[src/rtl/sd_cic_decimator.sv]
// Third-order CIC (sinc3) decimator for a 1-bit sigma-delta bitstream, ratio R = 2^DECIM_LOG2.
// Results leave through a single-entry valid/ready register with a sticky overrun flag.
module sd_cic_decimator #(
    parameter int DECIM_LOG2 = 6,
    parameter int OUT_WIDTH  = 32
) (
    input  logic                 filter_clock,
    input  logic                 reset,
    input  logic                 bit_in,
    input  logic                 bit_valid,
    output logic [OUT_WIDTH-1:0] pcm_out,
    output logic                 out_valid,
    input  logic                 out_ready,
    output logic                 overrun,
    input  logic                 overrun_clr
);
    localparam int W = 3 * DECIM_LOG2 + 2;

    logic signed [W-1:0]   i1_q, i1_d, i2_q, i2_d, i3_q, i3_d;
    logic signed [W-1:0]   d1_q, d1_d, d2_q, d2_d, d3_q, d3_d;
    logic signed [W-1:0]   x, c1, c2, c3;
    logic [DECIM_LOG2-1:0] phase_q, phase_d;
    logic [1:0]            warm_q, warm_d;
    logic [OUT_WIDTH-1:0]  pcm_q, pcm_d;
    logic                  valid_q, valid_d;
    logic                  overrun_q, overrun_d;
    logic                  tick, produce;

    always_comb begin
        x       = bit_in ? W'(1) : '1;
        tick    = bit_valid && (phase_q == {DECIM_LOG2{1'b1}});
        produce = tick && (warm_q == 2'd3);

        // Comb stage sees the integrator output from before this edge's update.
        c1 = i3_q - d1_q;
        c2 = c1 - d2_q;
        c3 = c2 - d3_q;

        i1_d      = i1_q;
        i2_d      = i2_q;
        i3_d      = i3_q;
        d1_d      = d1_q;
        d2_d      = d2_q;
        d3_d      = d3_q;
        phase_d   = phase_q;
        warm_d    = warm_q;
        pcm_d     = pcm_q;
        valid_d   = valid_q;
        overrun_d = overrun_q;

        if (bit_valid) begin
            i1_d    = i1_q + x;
            i2_d    = i2_q + i1_q;
            i3_d    = i3_q + i2_q;
            phase_d = phase_q + 1'b1;
        end

        if (tick) begin
            d1_d = i3_q;
            d2_d = c1;
            d3_d = c2;
            if (warm_q != 2'd3) begin
                warm_d = warm_q + 2'd1;
            end
        end

        // A load on the same edge as a transfer keeps the register full.
        if (valid_q && out_ready) begin
            valid_d = 1'b0;
        end
        if (produce) begin
            valid_d = 1'b1;
            pcm_d   = OUT_WIDTH'(c3);
        end

        if (overrun_clr) begin
            overrun_d = 1'b0;
        end
        if (produce && valid_q && !out_ready) begin
            overrun_d = 1'b1;
        end
    end

    always_ff @(posedge filter_clock) begin
        if (reset) begin
            i1_q      <= '0;
            i2_q      <= '0;
            i3_q      <= '0;
            d1_q      <= '0;
            d2_q      <= '0;
            d3_q      <= '0;
            phase_q   <= '0;
            warm_q    <= '0;
            pcm_q     <= '0;
            valid_q   <= 1'b0;
            overrun_q <= 1'b0;
        end else begin
            i1_q      <= i1_d;
            i2_q      <= i2_d;
            i3_q      <= i3_d;
            d1_q      <= d1_d;
            d2_q      <= d2_d;
            d3_q      <= d3_d;
            phase_q   <= phase_d;
            warm_q    <= warm_d;
            pcm_q     <= pcm_d;
            valid_q   <= valid_d;
            overrun_q <= overrun_d;
        end
    end

    assign pcm_out   = pcm_q;
    assign out_valid = valid_q;
    assign overrun   = overrun_q;

endmodule
[config.mk]
export PLATFORM = sky130hd
export DESIGN_NAME = sd_cic_decimator
export DESIGN_NICKNAME = d
export VERILOG_FILES = /design/src/rtl/sd_cic_decimator.sv
export SDC_FILE = /design/constraint.sdc
export NUM_CORES = 1
export LEC_CHECK = 0
export ABC_AREA = 1
export BUFFER_PORTS_ARGS = -buffer_cell sky130_fd_sc_hd__clkbuf_2
export CAP_MARGIN = 40
export CORE_ASPECT_RATIO = 0.6
export CORE_MARGIN = 2
export CORE_UTILIZATION = 55
export DETAILED_ROUTE_END_ITERATION = 16
export PLACE_DENSITY = 0.72
export SLEW_MARGIN = 20
export SYNTH_ARGS = -nofsm -noshare
export SYNTH_HDL_FRONTEND = slang
export SYNTH_SLANG_ARGS = --single-unit
[constraint.sdc]
create_clock -name filter_clock -period 5.1 [get_ports filter_clock]
set_input_delay 1.275 -clock filter_clock [delete_from_list [all_inputs] [get_ports filter_clock]]
set_output_delay 1.275 -clock filter_clock [all_outputs]
set_load 0.02 [all_outputs]
==> results of run 1 <==
==> worst max-delay path, stage by stage, from the launching register on <==
cell and delay, ns:
dfxtp_1 0.32, inv_1 0.05, ha_1 0.36, a21oi_2 0.23, nand2_2 0.12, a21oi_2 0.20, o21ai_2 0.10, a21oi_2 0.24
xnor2_1 0.20, ha_1 0.36, a21oi_1 0.28, o21ai_0 0.13, inv_1 0.13, o21ai_4 0.09, xor2_2 0.16, ha_1 0.35
nand2_1 0.09, nor2_1 0.14, inv_1 0.07, nor3_2 0.21, a21oi_2 0.14, o21ai_1 0.23, xor2_1 0.41, o21bai_1 0.10
inv_1 0.06
==> final timing paths <==
kind                         endpoint  slack (ns)  cells after the start
max          pcm_out[13]$_SDFFE_PP0P_        0.25                     24
min             d1_q[18]$_SDFFE_PP0P_        0.46                      2
max reg2reg  pcm_out[13]$_SDFFE_PP0P_        0.25                     24
min reg2reg     d1_q[18]$_SDFFE_PP0P_        0.46                      2
==> per-stage QoR <==
| step | setup slack [ns] | instances | utilization | area, sq um |
|---|---|---|---|---|
| after floorplan | 0.8987 | 1652 | - | 11270 |
| after global placement | 0.09624 | 1924 | 0.5811 | 11660 |
| after detailed placement | 0.1475 | 1926 | 0.5831 | 11700 |
| after CTS | 0.1034 | 1958 | 0.6135 | 12310 |
| after global routing | -0.03779 | 1966 | 0.6277 | 12600 |
| final | 0.2478 | 1966 | 0.6277 | 12600 |
==> per-layer routing <==
layer  vias to the layer above  global-route usage  wire [microns]
li1                       5501                   -               -
met1                      4942              0.4840           17140
met2                       364              0.3647           10880
met3                        22             0.05922            2569
met4                         0             0.05208             204
met5                         -                   0               0
==> area by class of cell <==
class / count / area share
inverters: 286 / 0.08521
clock inverters: 13 / 0.01331
flip-flops and latches: 150 / 0.2384
clock buffers: 19 / 0.03516
multi-input cells: 1162 / 0.5685
well taps: 273 / 0.02711
repair buffers: 63 / 0.03238
==> cell usage after synthesis, drive strengths merged <==
| library cell | count | area share |
|---|---|---|
| a21oi | 211 | 0.099 |
| o221ai | 6 | 0.0047 |
| nand3b | 1 | 0.00067 |
| xnor2 | 18 | 0.014 |
| or2 | 7 | 0.0039 |
| o21a | 2 | 0.0013 |
| o31ai | 14 | 0.0093 |
| dfxtp | 150 | 0.27 |
| fa | 6 | 0.011 |
| xor2 | 66 | 0.051 |
| a31oi | 17 | 0.0094 |
| a21o | 9 | 0.0060 |
| nor3 | 20 | 0.0089 |
| nand4 | 13 | 0.0072 |
| buf | 21 | 0.011 |
| a211oi | 4 | 0.0027 |
| nor2 | 128 | 0.045 |
| o21ai | 185 | 0.084 |
| nand2 | 246 | 0.083 |
| and3 | 6 | 0.0033 |
| inv | 286 | 0.095 |
| nand3 | 65 | 0.030 |
| clkbuf | 33 | 0.011 |
| and2 | 3 | 0.0017 |
| o21bai | 8 | 0.0053 |
| nor4 | 2 | 0.0011 |
| o211ai | 10 | 0.0067 |
| ha | 115 | 0.13 |
==> registers in the layout, summed over array words and instances, names as in the netlist, 6 cells and up <==
signal / cells
d1_q: 20
i2_q: 20
phase_q: 6
d2_q: 20
pcm_out: 20
i3_q: 20
i1_q: 20
d3_q: 20
==> kinds of logic after synthesis <==
family / count (synthesis) / share of synthesized area
fa+ha+maj: 121 / 0.1383
buf+inv: 340 / 0.1175
xor+xnor: 84 / 0.06527
compound gates: 466 / 0.2279
simple gates: 491 / 0.1846
flops: 150 / 0.2664
==> placed cells by master (no fill, tap or decap), drive strengths merged <==
master and count:
o21bai 8, xor2 66, nand4 13, nand2 246
bufinv 3, a211oi 4, o21ai 185, a21o 9
nand3 65, fa 6, o211ai 10, and3 6
o21a 2, clkbuf 57, nor3 20, buf 25
or2 7, and2 3, dfxtp 150, o221ai 6
xnor2 18, clkinv 4, nand3b 1, a21oi 211
clkinvlp 2, a31oi 17, nor2 128, ha 115
o31ai 14, nor4 2, inv 290
==> where the power goes <==
group | switching (mW) | internal, mW | total, mW
Clock | 0.543 | 0.788 | 1.33
Sequential | 0.0528 | 1.23 | 1.28
Combinational | 2.06 | 1.12 | 3.19
Total | 2.66 | 3.14 | 5.80
==> what timing repair did <==
action,CTS,global route
resized for setup,0,50
hold endpoints to repair,0,0
buffers inserted,0,7
hold buffers,0,0
setup endpoints to repair,0,7
==> reports/qor.yml, run 1 <==
routedWlPerCell_microns: 15.66
pin_count: 40
gp_congestion: 0.9450
fin_crit_sh: 0.9514
hold_slack_ns: 0.4558
io_buffers: 39
critical_path.startpoint: "d1_q[2]$_SDFFE_PP0P_"
grt_pass1_vias: 9496
grt_max_degree: 64
via_per_inst: 5.508
cts_root_buf: "clkbuf_16"
coreArea_sq_um: 20070
clock_latency_ns: 0.44
hold_viol: 0
required_ns: 5.48
power.leakage_nw: 6.398
r2r-start: "d1_q[2]$_SDFFE_PP0P_"
fmax_mhz: 206.1
drive_gt1_frac: 0.1028
ant_nets: 0
holdCritStartpoint: "d1_q[18]$_SDFFE_PP0P_"
crit_path_end_kind: "flip-flop"
clockBufferDepth: 2
ir_worst_vdd_mv: 0.2642
drt_iter0_drc: 1083
dp_hpwl_microns: 23340
tns_ns: 0
grt_use_total: 0.2891
powerDensity_nw_per_um2: 460.3
synthesis.area_sq_um: 11270
critPathArrivalTime_ns: 5.23
cts_tree: "done"
syn_nets: 1779
vias: 10830
grt.overflow.total: 0
clkSlewWorstSetupHoldPaths_ns: 0.07
multi_input_area_sq_um: 7162
fp.dieH_microns: 114.9
clock-sinks: 150
cts_buffers: 17
htreeDepth: 4
ys_warn_count: 0
drv_cap: 0
setup_viol_count_final: 0
row_count: 40
slew_headroom: 0.4429
chipWidth_microns: 188.8
cp_max_fo: 5
synth_cells: 1652
area_growth_pct: 11.78
ys_ff_latch: 150
dr.pass1.iters: 6
post-route-drc-count: 0
slew_violations: 0
synth_cell_type_count: 39
fin_nets: 1807
fill_cells: 1859
grt_pass1_wl_microns: 50020
hold_class: "flip-flop to flip-flop"
layout_min_cycle_time_ns: 4.852
wl_microns: 30800
status: "finished, final reports clean"
die_area_sq_um: 21690
ff_latch_area_sq_um: 3003
worstSetupPathType: "flip-flop to flip-flop"
cp-start-kind: "flip-flop"
worstMarginPinSlew_ns: 0.8347
finClkSkew_ns: 0.008818
power_mw: 5.799
postSynthAreaPerCell_sq_um: 6.823
initial_utilization: 0.5616
diodes: 0
antenna_found_initial: 0
seq_area_frac_synth: 0.2664
Note: power is estimated with default switching activity, not from simulation.
==> run 2, diff against run 1 <==
ABC_CLOCK_PERIOD_IN_PS = 5100   (was unset)
CORE_MARGIN = unset   (was 2)
RECOVER_POWER = 50   (was unset)
==> run 2 against run 1 <==
The flow now finishes with violations (capacitance limit, slew limit). Worst setup slack better by 0.025 ns. Critical endpoint is now pcm_out[18]$_SDFFE_PP0P_. Critical path type unchanged. Sequential share of layout area rose by 0.12 points. Hold slack better by 0.0017 ns. Largest cell class unchanged. Largest power group unchanged.
==> reports/qor.yml, run 2 (synthesis gave the netlist of run 1 again) <==
final_common_cell: "inv_1"
power_mw: 5.698  # -1.8%
gp_congestion: 0.9218  # -2.5%
fin_crit_sh: 0.9465  # -0.004921
required_ns: 5.44  # -0.04 ns
p_comb_frac: 0.555  # +0.005
clock_power_share: 0.220  # -0.010
post-route-drc-count: 0  # unchanged
ir_worst_vdd_mv: 0.2830  # +7.1%
fmax_mhz: 207.2  # +0.52%
initial_utilization: 0.5630  # +0.001404
reg2reg_setup_slack_ns: 0.27  # +0.03 ns
worstMarginPinSlew_ns: 2.571  # +1.737 ns
drt_iter0_drc: 918  # -15%
diodes: 0  # unchanged
holdCritStartpoint: "d1_q[18]$_SDFFE_PP0P_"
fin_area_sq_um: 12540  # -0.49%
drv_cap: 3  # +3
grt.overflow.total: 0  # unchanged
chipWidth_microns: 186.8  # -1.1%
clkSlewWorstSetupHoldPaths_ns: 0.06  # about the same
clock_latency_ns: 0.45  # about the same
powerDensity_nw_per_um2: 454.5  # -1.3%
slew_headroom: -0.7143  # -1.157
routedWlPerCell_microns: 15.51  # -1.0%
slowest_delay_ns: 0.37  # -0.04 ns
grt_pass1_wl_microns: 48870  # -2.3%
violations: "capacitance limit, slew limit"
clockBufferDepth: 2  # unchanged
wl_microns: 30390  # -1.3%
hold_viol: 0  # unchanged
cts_buffers: 17  # unchanged
power.leakage_nw: 6.224  # -2.7%
dr.pass1.iters: 6  # unchanged
cp-start-kind: "flip-flop"
finClkSkew_ns: 0.01381  # +0.004989 ns
status: "finished, violations left"
dp_hpwl_microns: 22830  # -2.2%
clock-sinks: 150  # unchanged
layout_min_cycle_time_ns: 4.827  # -0.02510 ns
row_count: 40  # unchanged
io_buffers: 39  # unchanged
coreArea_sq_um: 20020  # -0.25%
area_growth_pct: 11.23
critPathBufInv: 4  # unchanged
r2r-start: "d1_q[2]$_SDFFE_PP0P_"
critPathSlowestCell: "ha_1"
p_int_mw: 3.085  # -1.7%
critPathArrivalTime_ns: 5.17  # -0.06 ns
htreeDepth: 4  # unchanged
pin_count: 40  # unchanged
slew_violations: 121  # +121
worstSetupPathType: "flip-flop to flip-flop"
fin_nets: 1801  # -0.33%
p_sw_frac: 0.4586  # about the same
whs_path_depth: 2  # unchanged
switching_power_mw: 2.613  # -1.8%
antenna_found_initial: 0  # unchanged
placed_area_sq_um: 11640  # -0.56%
ant_nets: 0  # unchanged
vias: 10860  # +0.25%
p_seq_frac: 0.225  # +0.004
cp_max_fo: 5  # unchanged
grt_max_degree: 64  # unchanged
cts_root_buf: "clkbuf_16"
hold_class: "flip-flop to flip-flop"
fill_cells: 1839  # -1.1%
layout_common_cells: "inv_1 (278), nand2_1 (238), a21oi_1 (187), o21ai_0 (166), dfxtp_1 (150)"
fp.dieH_microns: 112.9  # -1.7%
die_area_sq_um: 21090  # -2.8%
cts_tree: "done"
drive_gt1_frac: 0.08121  # -0.02157
grt_use_total: 0.2892  # about the same
cp_top_family: "compound AO/OA/AOI/OAI gates"
ff2ff_path_depth: 29  # +21%
r2r_end: "pcm_out[18]$_SDFFE_PP0P_"
holdPathEnd: "d1_q[18]$_SDFFE_PP0P_"
grt_pass1_vias: 9462  # -0.36%
via_per_inst: 5.539  # +0.56%
crit_path_end_kind: "flip-flop"
setup_viol_count_final: 0  # unchanged
crit_top_cell: "a21oi_2"
run 2: per-stage QoR:
stage | utilization | setup TNS, ns | setup WS (ns) | cells | hold WS [ns]
global route | 0.6263 | -0.08761 | -0.05208 | 1960 | 0.4759
finish | 0.6263 | 0 | 0.2729 | 1960 | 0.4574
CTS | 0.6101 | 0 | 0.01169 | 1951 | 0.4638
global placement | 0.5803 | 0 | 0.1547 | 1918 | 0.4452
detailed placement | 0.5813 | 0 | 0.09241 | 1919 | 0.4543
floorplan | - | 0 | 0.8987 | 1652 | 0.4331
run 2: area by class of cell:
class | instances | area [sq um] | share of cell area
well taps | 273 | 341.6 | 0.02725
clock inverters | 13 | 123.9 | 0.009880
repair buffers | 57 | 292.8 | 0.02335
clock buffers | 19 | 452.9 | 0.03613
flip-flops and latches | 150 | 3003 | 0.2395
inverters | 286 | 1074 | 0.08563
multi-input cells | 1162 | 7249 | 0.5782
run 2: power groups by stage:
stage	clock network [mW]	registers, mW	logic, mW
6_report	1.26	1.28	3.16
5_1_grt	1.32	1.29	3.43
4_1_cts	1.27	1.28	2.69
3_5_place_dp	0	1.31	2.66
3_3_place_gp	0	1.31	2.66
2_1_floorplan	0	1.29	2.00
run 2: worst max path at each step:
stage | start | endpoint | slack, ns | cells after the start
after floorplan | i3_q[0]$_SDFFE_PP0P_ | pcm_out[16]$_SDFFE_PP0P_ | 0.90 | 27
after global placement | i3_q[0]$_SDFFE_PP0P_ | pcm_out[18]$_SDFFE_PP0P_ | 0.15 | 32
after detailed placement | i3_q[0]$_SDFFE_PP0P_ | pcm_out[18]$_SDFFE_PP0P_ | 0.09 | 32
after CTS | i3_q[0]$_SDFFE_PP0P_ | pcm_out[18]$_SDFFE_PP0P_ | 0.01 | 32
after global routing | i3_q[0]$_SDFFE_PP0P_ | pcm_out[19]$_SDFFE_PP0P_ | -0.05 | 33
final | d1_q[2]$_SDFFE_PP0P_ | pcm_out[18]$_SDFFE_PP0P_ | 0.27 | 29
run 2: worst reg2reg max path: cells and delay by family (launching register included):
family / cells / cell delay (ns)
buffers and inverters: 4 / 0.24
flip-flops: 1 / 0.33
XOR/XNOR: 1 / 0.21
AO/OA/AOI/OAI: 12 / 1.76
adder cells (fa/ha/maj): 3 / 0.97
AND/OR/NAND/NOR: 9 / 1.21
run 2: layer usage:
metal / wire, microns / global-route usage / share of wire
met1: 16620 / 0.4831 / 0.55
met4: 304 / 0.05792 / 0.010
met3: 2756 / 0.05490 / 0.091
met2: 10710 / 0.3639 / 0.35
met5: 0 / 0 / 0
run 2: repair_timing:
| item | CTS | global route |
|---|---|---|
| gates resized for setup | 0 | 61 |
| endpoints found under the setup margin | 0 | 8 |
| setup buffers | 0 | 7 |
| hold buffers | 0 | 0 |
